<file path="src/rtl/eth_rx_errcnt.sv">
// Per-port Ethernet RX error counters (CRC / length), sticky error flags and activity timers.
// Optional snapshot of the counter outputs is enabled by defining ETH_ERRCNT_SNAP_EN.
module eth_rx_errcnt #(
  parameter int unsigned ACT_TIMEOUT = 125000000
) (
  input  logic        s_axi_clk,
  input  logic        s_axi_rst,
  input  logic [3:0]  rx_eof,
  input  logic [3:0]  rx_crc_err,
  input  logic [3:0]  rx_len_err,
  input  logic        cnt_clr,
  input  logic        snap_req,
  output logic [31:0] cnterr_eth0,
  output logic [31:0] cnterr_eth1,
  output logic [31:0] cnterr_eth2,
  output logic [31:0] cnterr_eth3,
  output logic [31:0] status_eth
);

  localparam int unsigned NPORT = 4;
  localparam int unsigned CW    = 16;
  localparam int unsigned TW    = 32;
  localparam logic [CW-1:0] CNT_MAX  = {CW{1'b1}};
  localparam logic [TW-1:0] TMR_LOAD = TW'(ACT_TIMEOUT);

  logic [NPORT-1:0][CW-1:0] crc_cnt_q, crc_cnt_d;
  logic [NPORT-1:0][CW-1:0] len_cnt_q, len_cnt_d;
  logic [NPORT-1:0]         crc_stk_q, crc_stk_d;
  logic [NPORT-1:0]         len_stk_q, len_stk_d;
  logic [NPORT-1:0][TW-1:0] tmr_q, tmr_d;
  logic                     cnt_clr_q, cnt_clr_d;

  logic             clr_ev_c;
  logic [NPORT-1:0] crc_ev_c;
  logic [NPORT-1:0] len_ev_c;
  logic [NPORT-1:0] act_c;

  // A clear and an error in the same cycle: clear the base first, then count the error.
  always_comb begin
    cnt_clr_d = cnt_clr;
    clr_ev_c  = cnt_clr & ~cnt_clr_q;
    crc_ev_c  = rx_eof & rx_crc_err;
    len_ev_c  = rx_eof & rx_len_err;
    crc_cnt_d = clr_ev_c ? '0 : crc_cnt_q;
    len_cnt_d = clr_ev_c ? '0 : len_cnt_q;
    crc_stk_d = (clr_ev_c ? '0 : crc_stk_q) | crc_ev_c;
    len_stk_d = (clr_ev_c ? '0 : len_stk_q) | len_ev_c;
    tmr_d     = tmr_q;
    act_c     = '0;
    for (int i = 0; i < int'(NPORT); i++) begin
      if (crc_ev_c[i] && (crc_cnt_d[i] != CNT_MAX)) crc_cnt_d[i] = crc_cnt_d[i] + CW'(1);
      if (len_ev_c[i] && (len_cnt_d[i] != CNT_MAX)) len_cnt_d[i] = len_cnt_d[i] + CW'(1);
      if (rx_eof[i]) begin
        tmr_d[i] = TMR_LOAD;
      end else if (tmr_q[i] != '0) begin
        tmr_d[i] = tmr_q[i] - TW'(1);
      end
      act_c[i] = (tmr_q[i] != '0);
    end
  end

  always_ff @(posedge s_axi_clk or posedge s_axi_rst) begin
    if (s_axi_rst) begin
      crc_cnt_q <= '0;
      len_cnt_q <= '0;
      crc_stk_q <= '0;
      len_stk_q <= '0;
      tmr_q     <= '0;
      cnt_clr_q <= 1'b0;
    end else begin
      crc_cnt_q <= crc_cnt_d;
      len_cnt_q <= len_cnt_d;
      crc_stk_q <= crc_stk_d;
      len_stk_q <= len_stk_d;
      tmr_q     <= tmr_d;
      cnt_clr_q <= cnt_clr_d;
    end
  end

`ifdef ETH_ERRCNT_SNAP_EN
  logic                  snap_q, snap_d;
  logic                  snap_ev_c;
  logic [NPORT-1:0][31:0] snap_val_q, snap_val_d;

  // Snapshot takes the next-state counters so same-cycle events are captured.
  always_comb begin
    snap_d     = snap_req;
    snap_ev_c  = snap_req & ~snap_q;
    snap_val_d = snap_val_q;
    if (clr_ev_c) begin
      snap_val_d = '0;
    end else if (snap_ev_c) begin
      for (int i = 0; i < int'(NPORT); i++) snap_val_d[i] = {len_cnt_d[i], crc_cnt_d[i]};
    end
  end

  always_ff @(posedge s_axi_clk or posedge s_axi_rst) begin
    if (s_axi_rst) begin
      snap_q     <= 1'b0;
      snap_val_q <= '0;
    end else begin
      snap_q     <= snap_d;
      snap_val_q <= snap_val_d;
    end
  end

  assign cnterr_eth0 = snap_val_q[0];
  assign cnterr_eth1 = snap_val_q[1];
  assign cnterr_eth2 = snap_val_q[2];
  assign cnterr_eth3 = snap_val_q[3];
`else
  logic snap_unused;
  assign snap_unused = snap_req;

  assign cnterr_eth0 = {len_cnt_q[0], crc_cnt_q[0]};
  assign cnterr_eth1 = {len_cnt_q[1], crc_cnt_q[1]};
  assign cnterr_eth2 = {len_cnt_q[2], crc_cnt_q[2]};
  assign cnterr_eth3 = {len_cnt_q[3], crc_cnt_q[3]};
`endif

  assign status_eth = {20'd0, len_stk_q, crc_stk_q, act_c};

endmodule

</file>
<file path="config.mk">
export PLATFORM = sky130hd
export DESIGN_NAME = eth_rx_errcnt
export DESIGN_NICKNAME = d
export VERILOG_FILES = /design/src/rtl/eth_rx_errcnt.sv
export SDC_FILE = /design/constraint.sdc
export NUM_CORES = 1
export LEC_CHECK = 0
export ABC_AREA = 1
export CAP_MARGIN = 25
export CORE_ASPECT_RATIO = 0.5
export CORE_MARGIN = 2
export CORE_UTILIZATION = 55
export CTS_CLUSTER_DIAMETER = 40
export DETAILED_ROUTE_END_ITERATION = 10
export GPL_ROUTABILITY_DRIVEN = 0
export PLACE_DENSITY = 0.78
export REMOVE_ABC_BUFFERS = 1
export SLEW_MARGIN = 20
export SYNTH_ARGS = -nofsm -noshare
export SYNTH_HDL_FRONTEND = slang
export SYNTH_SLANG_ARGS = --single-unit
</file>
<file path="constraint.sdc">
create_clock -name s_axi_clk -period 25.1 [get_ports s_axi_clk]
set_input_delay 3.765 -clock s_axi_clk [delete_from_list [all_inputs] [get_ports s_axi_clk]]
set_output_delay 3.765 -clock s_axi_clk [all_outputs]
set_load 0.01 [all_outputs]
</file>
## Word level (Yosys, flattened, before mapping)

Index checks and enable logic that the tools add are counted.

- Register bits: 265
- Bits in latches: 0
- Bits in writable memories: 0
- Memory bits (read-only): 0
- Logic and storage cells: 77
- Memories: 0

- Add/subtract/negate cells: 12
- $mul: 0
- Divide/modulo/power cells: 0
- $lt $le $gt $ge: 0
- Equal/unequal tests: 8
- Shifts and indexed selects: 0
- Muxes and demuxes: 20
- Bitwise operators: 6
- Reduce and logical (&&, ||, !) cells: 16

Operators with widths:

| operator | number |
|---|---|
| 2-to-1 mux 32 bit | 8 |
| adder 16 x 1 -> 16 bit (second input constant) | 8 |
| 2-to-1 mux 16 bit | 8 |
| 2-to-1 mux 64 bit | 2 |
| != test 16 bit (second input constant) | 8 |
| nonzero test 32 bit | 4 |
| subtractor 32 x 1 -> 32 bit (second input constant) | 4 |
| bitwise AND 4 bit | 2 |
| logical AND 1 bit | 8 |
| 2-to-1 mux 4 bit | 2 |
| OR 4 bit | 2 |
| nonzero test 2 bit | 4 |
| bitwise AND 1 bit | 1 |
| inverter 1 bit | 1 |

## Longest topological paths before layout

- Depth in word-level cells: 6
- Mapped depth: 17

## Worst setup path after synthesis

OpenSTA, ideal clock, no wires.

- Path kind: input to register
- From: in cnt_clr
- To: reg crc_cnt_q, in the netlist cnterr_eth2[10]
- Setup time: 0.117 ns
- Arrival: 5.671 ns
- Slack: 19.313 ns
- Cell stages on the path: 16
- Path buffers: 5
- Path through: nand2_2 -> buf_6 -> buf_6 -> buf_2 -> buf_2 -> nand2_1 -> inv_1 -> ha_1 -> nand4_1 -> nor2_1 -> nand2_1 -> nand2_2 -> inv_2 -> buf_2 -> nand2_1 -> nand2_1

RTL lines:

| item | line | RTL |
|---|---|---|
| start: declaration | 11 | `input logic cnt_clr,` |
| end signal: assignment | 71 | `crc_cnt_q <= crc_cnt_d;` |
| end: declaration | 26 | `logic [NPORT-1:0][CW-1:0] crc_cnt_q, crc_cnt_d;` |

==> results by group <==
Power
  • Tot Pwr: 1070 uW
  • Power per Cell Area: 52.2 nW/um2
  • Pint: 775 uW
  • Worst vdd ir: 0.0388 mV
  • Clock power frac: 0.464
  • Seq pwr share: 0.427
  • Leakage power: 0.0101 uW
  • Logic pwr share: 0.110
  • Sw Share: 0.276
  • NetSw: 296 uW

STA
  • Post-layout minimum cycle time: 7.12 ns
  • F_max: 140 MHz
  • RSZ-0062 raised after global routing: no
  • Setup TNS: 0 ns
  • Final Max Tran Viols: 0
  • Worst Skew: 0.00909 ns
  • Slew headroom: 0.353
  • Worst-margin pin slew: 0.968 ns
  • Endpoints failing setup: 0
  • Final hold viol count: 0
  • Crit share post-route: 0.284

Drt
  • Via density: 5.18
  • DRC: 0
  • WL final: 45.9 mm
  • Number of nets still failing antenna checks after routing: 0
  • Mean routed wirelength per cell: 13.8 um
  • TritonRoute pass-1 iters: 5
  • Drt first-iter violations: 1,185
  • Total number of vias: 17,200

Setup path
  • CP Data Arrival Time: 7.58 ns
  • CP Data Required Time: 25.56 ns
  • CP endpoint kind: flip-flop
  • Setup Crit Path Kind: in -> reg
  • Worst Setup SP: cnt_clr
  • Critical Path Max Stage Delay: 0.67 ns
  • Worst-path cell chain: clkdlybuf4s50_1, nand2_8, buf_4, nand2_1, inv_1, ha_1, nand2_1, nor3_1, nand2_1, o21ai_2, nand2_1, nand2_1
  • Worst Setup Start Kind: input pin
  • Crit Path Max Fanout: 108
  • Crit-path most repeated cell: nand2_1
  • Slowest cell on crit path: buf_4
  • Reg-to-reg critical path startpoint: cnt_clr_q

Floorplan
  • Die height: 130 um
  • Die Width: 257 um
  • Io pins: 176
  • Initial Utilization: 0.556
  • Number of placement rows: 46
  • Core footprint: 31,600 um2
  • Die area: 33,500 um2

CTS
  • Clk Latency, worst-skew pair: 0.52 ns
  • CTS Hold Bufs: 0
  • Post-CTS Resized: 0
  • Post-CTS Setup Bufs: 0
  • Htree depth: 2
  • CTS Sinks: 265
  • Clock-pin slew on the worst setup and hold paths: 0.06 ns
  • Root Buffer: clkbuf_16
  • Total CTS buffers: 34
  • Clock Tree Buf Depth: 3
  • CTS tree: done

Logic synthesis
  • Synthesized area per cell: 6.46 um2
  • Yosys reg bits: 265
  • Synth Area in Simple Gates: 0.438
  • Synth Area in Compound Gates: 0.0318
  • Synth cell types: 35
  • Main combinational cell family by area after synthesis: simple AND/OR/NAND/NOR gates
  • Sequential area share after synthesis: 0.377
  • Mux contribution to synthesized area: 0
  • Post-synthesis xor/xnor area fraction: 0.0433
  • Ys Warns: 0
  • Area share of fa/ha/maj cells after synthesis: 0.00854
  • Syn Std Cell Area: 17,600 um2
  • Cells after synthesis: 2,720

Outcome
  • Status: finished, final reports clean

Global routing
  • First-pass GRT wire length: 75.7 mm
  • Antenna violations before repair: 0
  • Vias in the first global route: 16,000
  • Largest net degree at the start of global routing: 123
  • Total GRT Usage: 0.272
  • Global route overflow: 0

Placed design
  • Final HPWL DP: 32.3 mm
  • # placed instances: 3,258
  • # port buffers: 154

Layout
  • Layout cells sized above 1: 0.0502
  • Synthesis-to-finish area growth: 16.7%
  • Non-filler cells, final: 3,320
  • # nets final: 2,892
  • Inserted Diodes: 0

Hold path
  • Hold wc startpoint: crc_stk_q[0]
  • Min-delay worst type: reg -> reg

Run
  • # Max-Cap Violations: 0
==> layout make-up <==
class	count	area, um2
multi-input cells	2056	9270
well taps	432	541
clock buffers	41	907
inverters	344	1300
clock inverters	19	225
fillers	2815	11100
flip-flops and latches	265	6630
repair buffers	163	1650
==> synth_stat cells (all sizes together) <==
cell	number	area (um2)
clkbuf	15	56.3
or2	17	106
xor2	71	622
ha	12	150
nor3b	4	30.0
nand2	951	3600
nand3	231	1170
nand3b	5	37.5
and2	5	31.3
clkinv	4	15.0
dfrtp	265	6630
a31oi	2	12.5
inv	340	1280
a21oi	19	95.1
conb	1	3.75
o21ai	61	339
nor2	501	1930
nand4	87	544
o21bai	15	113
buf	59	428
xnor2	16	140
nor3	39	254
==> metal layers <==
layer / vias to the layer above / global-route usage / wire, um
met1: 7930 / 0.352 / 20300
met4: 0 / 0.0858 / 1190
met2: 451 / 0.481 / 22200
li1: 8717 / - / -
met3: 99 / 0.0361 / 2250
met5: - / 0 / 0
==> path summary, 6_finish.rpt <==
kind,to,slack (ns),depth (start not counted)
worst max-delay path,cnterr_eth3[21],17.98,12
worst min-delay path,crc_stk_q[0],0.48,2
worst max register to register,cnterr_eth3[21],21.36,12
worst min register to register,crc_stk_q[0],0.48,2
max in group asynchronous,cnterr_eth0[25],19.84,5
min in group asynchronous,cnterr_eth2[4],3.78,2
==> cells by family after synthesis <==
group	after synthesis
AO/OA/AOI/OAI	97
XOR/XNOR	87
adder cells (fa/ha/maj)	12
buffers and inverters	418
flip-flops	265
other	1
AND/OR/NAND/NOR	1840
==> worst max-delay path: cells and delay by family <==
family	cells	cell delay [ns]
AOI/OAI and AO/OA	1	0.59
and+or+nand+nor	7	1.39
adders and majority gates	1	0.30
buffers and inverters	3	1.39
==> stage by stage <==
step | hold WS (ns) | utilization | worst slack (ns) | cell area, um2
after CTS | 0.480 | 0.648 | 18.08 | 20500
after detailed placement | 0.464 | 0.612 | 17.57 | 19300
after floorplan | 0.449 | - | 14.04 | 17200
after global placement | 0.455 | 0.612 | 17.62 | 19300
after global routing | 0.497 | 0.649 | 17.68 | 20500
final | 0.477 | 0.649 | 17.98 | 20500
==> sequential cells by signal, indices dropped and copies added, names as in the netlist <==
register     count
cnt_clr_q        1
cnterr_eth0     32
cnterr_eth3     32
crc_stk_q        4
len_stk_q        4
tmr_q          128
cnterr_eth1     32
cnterr_eth2     32
==> cells in the final DEF (no fill, tap or decap), types with 34 or more instances in the layout <==
| master | n |
|---|---|
| inv_1 | 326 |
| nand2_1 | 940 |
| xor2_1 | 71 |
| clkdlybuf4s50_1 | 154 |
| dfrtp_1 | 265 |
| nand3_1 | 229 |
| o21ai_0 | 48 |
| nand4_1 | 87 |
| clkbuf_16 | 34 |
| nor2_1 | 480 |
==> power by group through the flow <==
stage / clock network [uW] / logic [uW] / registers, uW
finish: 497 / 118 / 457
CTS: 505 / 117 / 457
global placement: 0 / 114 / 464
floorplan: 0 / 73.1 / 464
global route: 525 / 134 / 459
detailed placement: 0 / 117 / 464
Power figures use the tool's default switching activity.
